==> config.mk <==
export PLATFORM = sky130hd
export DESIGN_NAME = button_debounce
export DESIGN_NICKNAME = d
export VERILOG_FILES = /design/src/rtl/button_pkg.sv /design/src/rtl/sync_chain.sv /design/src/rtl/button_debounce.sv
export SDC_FILE = /design/constraint.sdc
export NUM_CORES = 1
export LEC_CHECK = 0
export CAP_MARGIN = 30
export CORE_AREA = 4 4 41 43
export DETAILED_ROUTE_END_ITERATION = 6
export DIE_AREA = 0 0 45 47
export GPL_TIMING_DRIVEN = 0
export HOLD_SLACK_MARGIN = 0.06
export PLACE_DENSITY = 0.54
export REMOVE_ABC_BUFFERS = 1
export SYNTH_ARGS = -nofsm -noshare
export SYNTH_HDL_FRONTEND = slang
export SYNTH_SLANG_ARGS = --single-unit
==> constraint.sdc <==
create_clock -name clk -period 1.4 [get_ports clk]
set_clock_uncertainty 0.05 [all_clocks]
set_input_delay 0.28 -clock clk [delete_from_list [all_inputs] [get_ports clk]]
set_output_delay 0.28 -clock clk [all_outputs]
set_load 0.01 [all_outputs]
==> src/rtl/button_pkg.sv <==
// button_pkg
//   Shared types and default constants for the push-button debouncer.
//   - db_state_t        : debounce filter FSM state encoding
//   - DEF_SYNC_STAGES   : default synchronizer depth (minimum 2)
//   - DEF_DEBOUNCE_CYCLES : default number of consecutive stable samples
//                         required before the output follows (minimum 2)
package button_pkg;

    localparam int DEF_SYNC_STAGES     = 2;
    localparam int DEF_DEBOUNCE_CYCLES = 32;

    typedef enum logic [1:0] {
        STABLE_LO = 2'b00,
        WAIT_HI   = 2'b01,
        STABLE_HI = 2'b10,
        WAIT_LO   = 2'b11
    } db_state_t;

    // True for states in which the debounced output is high.
    function automatic logic state_level(input db_state_t st);
        return (st == STABLE_HI) || (st == WAIT_LO);
    endfunction

endpackage

==> src/rtl/sync_chain.sv <==
// sync_chain
//   N-flop synchronizer bringing an asynchronous level into the clk domain.
//   All flops clear to 0 on a synchronous active-high reset.
//   Ports:
//     clk  - sampling clock
//     rst  - synchronous active-high reset
//     d    - asynchronous input level
//     q    - synchronised level (last flop of the chain)
module sync_chain #(
    parameter int N = 2
) (
    input  logic clk,
    input  logic rst,
    input  logic d,
    output logic q
);

    logic [N-1:0] ff;

    always_ff @(posedge clk) begin
        if (rst) begin
            ff <= '0;
        end else begin
            ff <= {ff[N-2:0], d};
        end
    end

    assign q = ff[N-1];

endmodule

==> src/rtl/button_debounce.sv <==
// button_debounce
//   Debouncer for one mechanical push-button. The raw pin is synchronised,
//   then a four-state filter only lets the output follow once the
//   synchronised level has differed from the output for DEBOUNCE_CYCLES
//   consecutive clocks. Any sample agreeing with the output during a wait
//   throws the partial count away.
//   Ports:
//     clk  - system clock, all state changes on the rising edge
//     rst  - synchronous active-high reset (dominates everything)
//     in   - raw, asynchronous, bouncy button level
//     out  - debounced level, straight from a flop
//
//   state     | meaning
//   ----------+----------------------------------------------------------
//   STABLE_LO | out=0, synchronised input agrees, counter idle at 0
//   WAIT_HI   | out=0, input seen high, counting consecutive high samples
//   STABLE_HI | out=1, synchronised input agrees, counter idle at 0
//   WAIT_LO   | out=1, input seen low, counting consecutive low samples
module button_debounce
    import button_pkg::*;
#(
    parameter int SYNC_STAGES     = DEF_SYNC_STAGES,
    parameter int DEBOUNCE_CYCLES = DEF_DEBOUNCE_CYCLES
) (
    input  logic clk,
    input  logic rst,
    input  logic in,
    output logic out
);

    localparam int              CW   = $clog2(DEBOUNCE_CYCLES + 1);
    localparam logic [CW-1:0]   LAST = CW'(DEBOUNCE_CYCLES - 1);
    localparam logic [CW-1:0]   ONE  = CW'(1);

    logic          s;
    db_state_t     state;
    db_state_t     state_nxt;
    logic [CW-1:0] count;
    logic [CW-1:0] count_nxt;
    logic          out_nxt;

    sync_chain #(
        .N (SYNC_STAGES)
    ) u_sync (
        .clk (clk),
        .rst (rst),
        .d   (in),
        .q   (s)
    );

    // State, counter and output registers.
    always_ff @(posedge clk) begin
        if (rst) begin
            state <= STABLE_LO;
            count <= '0;
            out   <= 1'b0;
        end else begin
            state <= state_nxt;
            count <= count_nxt;
            out   <= out_nxt;
        end
    end

    // Next state and counter. The first differing sample already counts as
    // one, so the DEBOUNCE_CYCLES-th consecutive sample is the one that
    // commits the transition. The counter is cleared on every state change
    // and therefore never reaches a wrapping value.
    always_comb begin
        state_nxt = state;
        count_nxt = count;
        case (state)
            STABLE_LO: begin
                if (s) begin
                    state_nxt = WAIT_HI;
                    count_nxt = ONE;
                end else begin
                    count_nxt = '0;
                end
            end
            WAIT_HI: begin
                if (!s) begin
                    state_nxt = STABLE_LO;
                    count_nxt = '0;
                end else if (count == LAST) begin
                    state_nxt = STABLE_HI;
                    count_nxt = '0;
                end else begin
                    count_nxt = count + ONE;
                end
            end
            STABLE_HI: begin
                if (!s) begin
                    state_nxt = WAIT_LO;
                    count_nxt = ONE;
                end else begin
                    count_nxt = '0;
                end
            end
            WAIT_LO: begin
                if (s) begin
                    state_nxt = STABLE_HI;
                    count_nxt = '0;
                end else if (count == LAST) begin
                    state_nxt = STABLE_LO;
                    count_nxt = '0;
                end else begin
                    count_nxt = count + ONE;
                end
            end
            default: begin
                state_nxt = STABLE_LO;
                count_nxt = '0;
            end
        endcase
    end

    // Output level is a pure function of the state being entered, so the
    // registered out changes on the same edge as the committing transition.
    always_comb begin
        out_nxt = state_level(state_nxt);
    end

endmodule

==> metrics.txt <==
# TYPE chip_impl_metric gauge
chip_impl_metric{name="floorplan.core_area",unit="mm2"} 0.00130
chip_impl_metric{name="reg2reg_setup_slack",unit="ps"} 130
chip_impl_info{name="crit_path_start_kind",value="flip-flop"} 1
chip_impl_info{name="path_cells",value="ha_2 > nand4_1 > o2111ai_2 > a21oi_1"} 1
chip_impl_metric{name="stage_delay_of_the_slowest_cell_on_the_critical_path",unit="ps"} 330
chip_impl_metric{name="drt.antenna.violating_nets",unit=""} 0
chip_impl_metric{name="yosys_warnings",unit=""} 0
chip_impl_info{name="crit_start",value="count[0]"} 1
chip_impl_metric{name="design.die.area",unit="mm2"} 0.00212
chip_impl_metric{name="antenna_cells",unit=""} 0
chip_impl_info{name="min-delay-path-class",value="reg2reg"} 1
chip_impl_metric{name="grt_pass1_vias",unit=""} 267
chip_impl_info{name="grt_setup_unrepaired",value="no"} 1
chip_impl_metric{name="grtUsageTotal",unit=""} 0.0714
chip_impl_metric{name="route.vias.total",unit=""} 281
chip_impl_info{name="cts_root_buf",value="clkbuf_4"} 1
chip_impl_metric{name="final_core_util",unit=""} 0.363
chip_impl_info{name="endpoint_class_of_the_critical_path",value="flip-flop"} 1
chip_impl_metric{name="total_power_consumption",unit="mW"} 0.496
chip_impl_info{name="final_cell_mix",value="dfxtp_1 (8), nor2_1 (6)"} 1
chip_impl_metric{name="clock_transition_at_the_registers_of_the_reported_paths",unit="ps"} 60
chip_impl_metric{name="critical_path_peak_fanout",unit=""} 5
chip_impl_metric{name="fmax",unit="MHz"} 787
chip_impl_metric{name="final.min_clock_period",unit="ps"} 1270
chip_impl_metric{name="antenna_found_initial",unit=""} 0
chip_impl_info{name="outcome",value="finished, final reports clean"} 1
chip_impl_metric{name="r2r.worst_path.cells",unit=""} 4
chip_impl_info{name="r2r_start",value="count[0]"} 1
chip_impl_metric{name="buffer_ports.inserted",unit=""} 3
chip_impl_metric{name="grt_pass1_wl",unit="mm"} 1.02
chip_impl_metric{name="maxCapViolations",unit=""} 0
chip_impl_metric{name="grt_remaining_overflow",unit=""} 0
chip_impl_metric{name="drive_gt1_frac",unit=""} 0.167
chip_impl_metric{name="first_pass_iters",unit=""} 4
chip_impl_metric{name="setup_viol",unit=""} 0
chip_impl_metric{name="timing.final.crit_share",unit=""} 0.907
chip_impl_info{name="setup.worst_path.end",value="count[5]"} 1
chip_impl_metric{name="final_worst_setup_slack",unit="ps"} 130
chip_impl_metric{name="synth_seq_cells",unit=""} 10
chip_impl_info{name="hp-start",value="u_sync.ff[0]"} 1
chip_impl_info{name="mostFrequentLayoutCell",value="dfxtp_1"} 1
chip_impl_metric{name="power_density",unit="mW/mm2"} 1050
chip_impl_metric{name="worst_ep_required_time",unit="ps"} 1490
chip_impl_metric{name="drt_first_iter_violations",unit=""} 4
chip_impl_metric{name="die_h",unit="um"} 47
chip_impl_metric{name="pin_count_of_the_biggest_net_entering_global_routing",unit=""} 6
chip_impl_info{name="r2r-end",value="count[5]"} 1
chip_impl_metric{name="dp_worst_setup_slack",unit="ps"} 20.4
chip_impl_metric{name="synth.avg_cell_area",unit="um2"} 9.34
chip_impl_metric{name="std_cell_rows",unit=""} 13
chip_impl_metric{name="cts_sinks",unit=""} 10
chip_impl_metric{name="drt-total-wl",unit="um"} 602
chip_impl_metric{name="netlist-cell-type-count",unit=""} 18
chip_impl_metric{name="tritoncts.num_buffers",unit=""} 3
chip_impl_metric{name="die_w",unit="um"} 45
chip_impl_info{name="synthDominantAreaCellType",value="dfxtp_1"} 1
chip_impl_info{name="tritoncts",value="built"} 1
chip_impl_metric{name="area.growth.synth_to_final",unit="%"} 23.2
chip_impl_metric{name="finalMaxSlewViolations",unit=""} 0
chip_impl_info{name="critical_setup_path_class",value="reg2reg"} 1
chip_impl_metric{name="avgViaCountPerCell",unit=""} 4.46
chip_impl_metric{name="seq_area_frac_synth",unit=""} 0.523
chip_impl_metric{name="max-slew-margin-rel",unit=""} 0.816
chip_impl_metric{name="detailed_place_hpwl",unit="um"} 440
chip_impl_metric{name="worstPathArrival",unit="ps"} 1360
chip_impl_info{name="cp_slowest_cell",value="dfxtp_2"} 1
chip_impl_metric{name="cts_hold_repair.buffers",unit=""} 0
chip_impl_metric{name="synthDominantCellAreaShare",unit=""} 0.523
chip_impl_metric{name="cts_htree_levels",unit=""} 1
chip_impl_metric{name="clock_latency",unit="ps"} 260
chip_impl_metric{name="route.detailed.wl_per_inst",unit="um"} 9.56
chip_impl_metric{name="static-leakage-power",unit="nW"} 0.171
chip_impl_metric{name="start_util",unit=""} 0.294
chip_impl_metric{name="detail_route.drc_violations",unit=""} 0
chip_impl_metric{name="ir_worst_vdd",unit="mV"} 0.478
chip_impl_metric{name="layout.nets",unit=""} 54
chip_impl_metric{name="clk_path_buf_depth",unit=""} 2
chip_impl_metric{name="post_synth_instance_area",unit="um2"} 383
chip_impl_metric{name="design.portCount",unit=""} 4
chip_impl_metric{name="worst_slew_pin_slew",unit="ps"} 275
chip_impl_metric{name="finalHoldViolations",unit=""} 0
chip_impl_metric{name="synth_cells",unit=""} 41
chip_impl_metric{name="routabilityCongestion",unit=""} 0.759
chip_impl_info{name="synth.area.top_cells",value="dfxtp_1 (52%), xor2_1 (6.9%), nor2_1 (5.9%)"} 1
chip_impl_metric{name="fin_setup_tns",unit="ps"} 0
## cell families (layout without fill, tap and decap cells)
logic type / count (synthesis) / in the layout / synth area share
XOR/XNOR: 4 / 4 / 0.0915
flip-flops: 10 / 10 / 0.523
adder cells (fa/ha/maj): 1 / 1 / 0.0327
buffers and inverters: 3 / 10 / 0.0294
AO/OA/AOI/OAI: 7 / 7 / 0.124
AND/OR/NAND/NOR: 16 / 16 / 0.199
## layer usage
metal,share of wire,wire [um],global-route usage
met1,0.54,324,0.0759
met2,0.44,262,0.102
met3,0.025,15,0.0345
met4,0,0,0.0702
met5,0,0,0
## cell type report
type,instances,area [um2]
timing repair buffer,4,36.3
clock buffer,3,22.5
multi-input combinational,28,180
tap,15,18.8
inverter,3,11.3
fill,140,830
sequential,10,203
## registers in the layout, summed over array words and instances, names as in the netlist
| register | count |
|---|---|
| count | 6 |
| u_sync.ff | 2 |
| out | 1 |
| state | 1 |
## cell usage after synthesis
master and n:
a21oi_1 2, dfxtp_1 10, ha_1 1, inv_1 3
nand2_1 2, nand2b_1 1, nand3_1 3, nand4_1 1
nor2_1 6, nor2b_1 2, o2111ai_1 1, o211ai_1 1
o21ai_0 1, o21bai_1 1, o41ai_1 1, or3_1 1
xnor2_1 1, xor2_1 3
## where the power goes
group          internal (mW)  total, mW  switching (mW)
logic                0.00865     0.0160         0.00736
clock network         0.0989      0.189          0.0899
registers              0.289      0.291         0.00243
total                  0.396      0.496          0.0997
## through the flow
step                hold slack (ps)  std cells  instance area (um2)
floorplan                       302         41                  383
global placement                367         59                  432
detailed placement              380         59                  432
CTS                             392         62                  453
global route                    400         63                  472
finish                          392         63                  472
## critical path: cells and delay by family, from the launching register on
| kind | cells | cell delay, ps |
|---|---|---|
| AO/OA/AOI/OAI | 2 | 390 |
| AND/OR/NAND/NOR | 1 | 200 |
| adder cells (fa/ha/maj) | 1 | 190 |
| flip-flops | 1 | 330 |
## how the worst min path moves through the flow
stage,to,cells after the start
4_1_cts,u_sync.ff[1],1
3_3_place_gp,u_sync.ff[1],1
2_1_floorplan,u_sync.ff[0],1
3_5_place_dp,u_sync.ff[1],1
5_1_grt,u_sync.ff[1],1
6_report,u_sync.ff[1],1
## what timing repair did
action | 4_1_cts | 5_1_grt
gates resized for setup | 1 | 4
hold endpoints to repair | 0 | 0
setup endpoints to repair | 1 | 3
pin swaps | 0 | 2
setup buffers | 0 | 1
(Power assumes the default switching activity.)
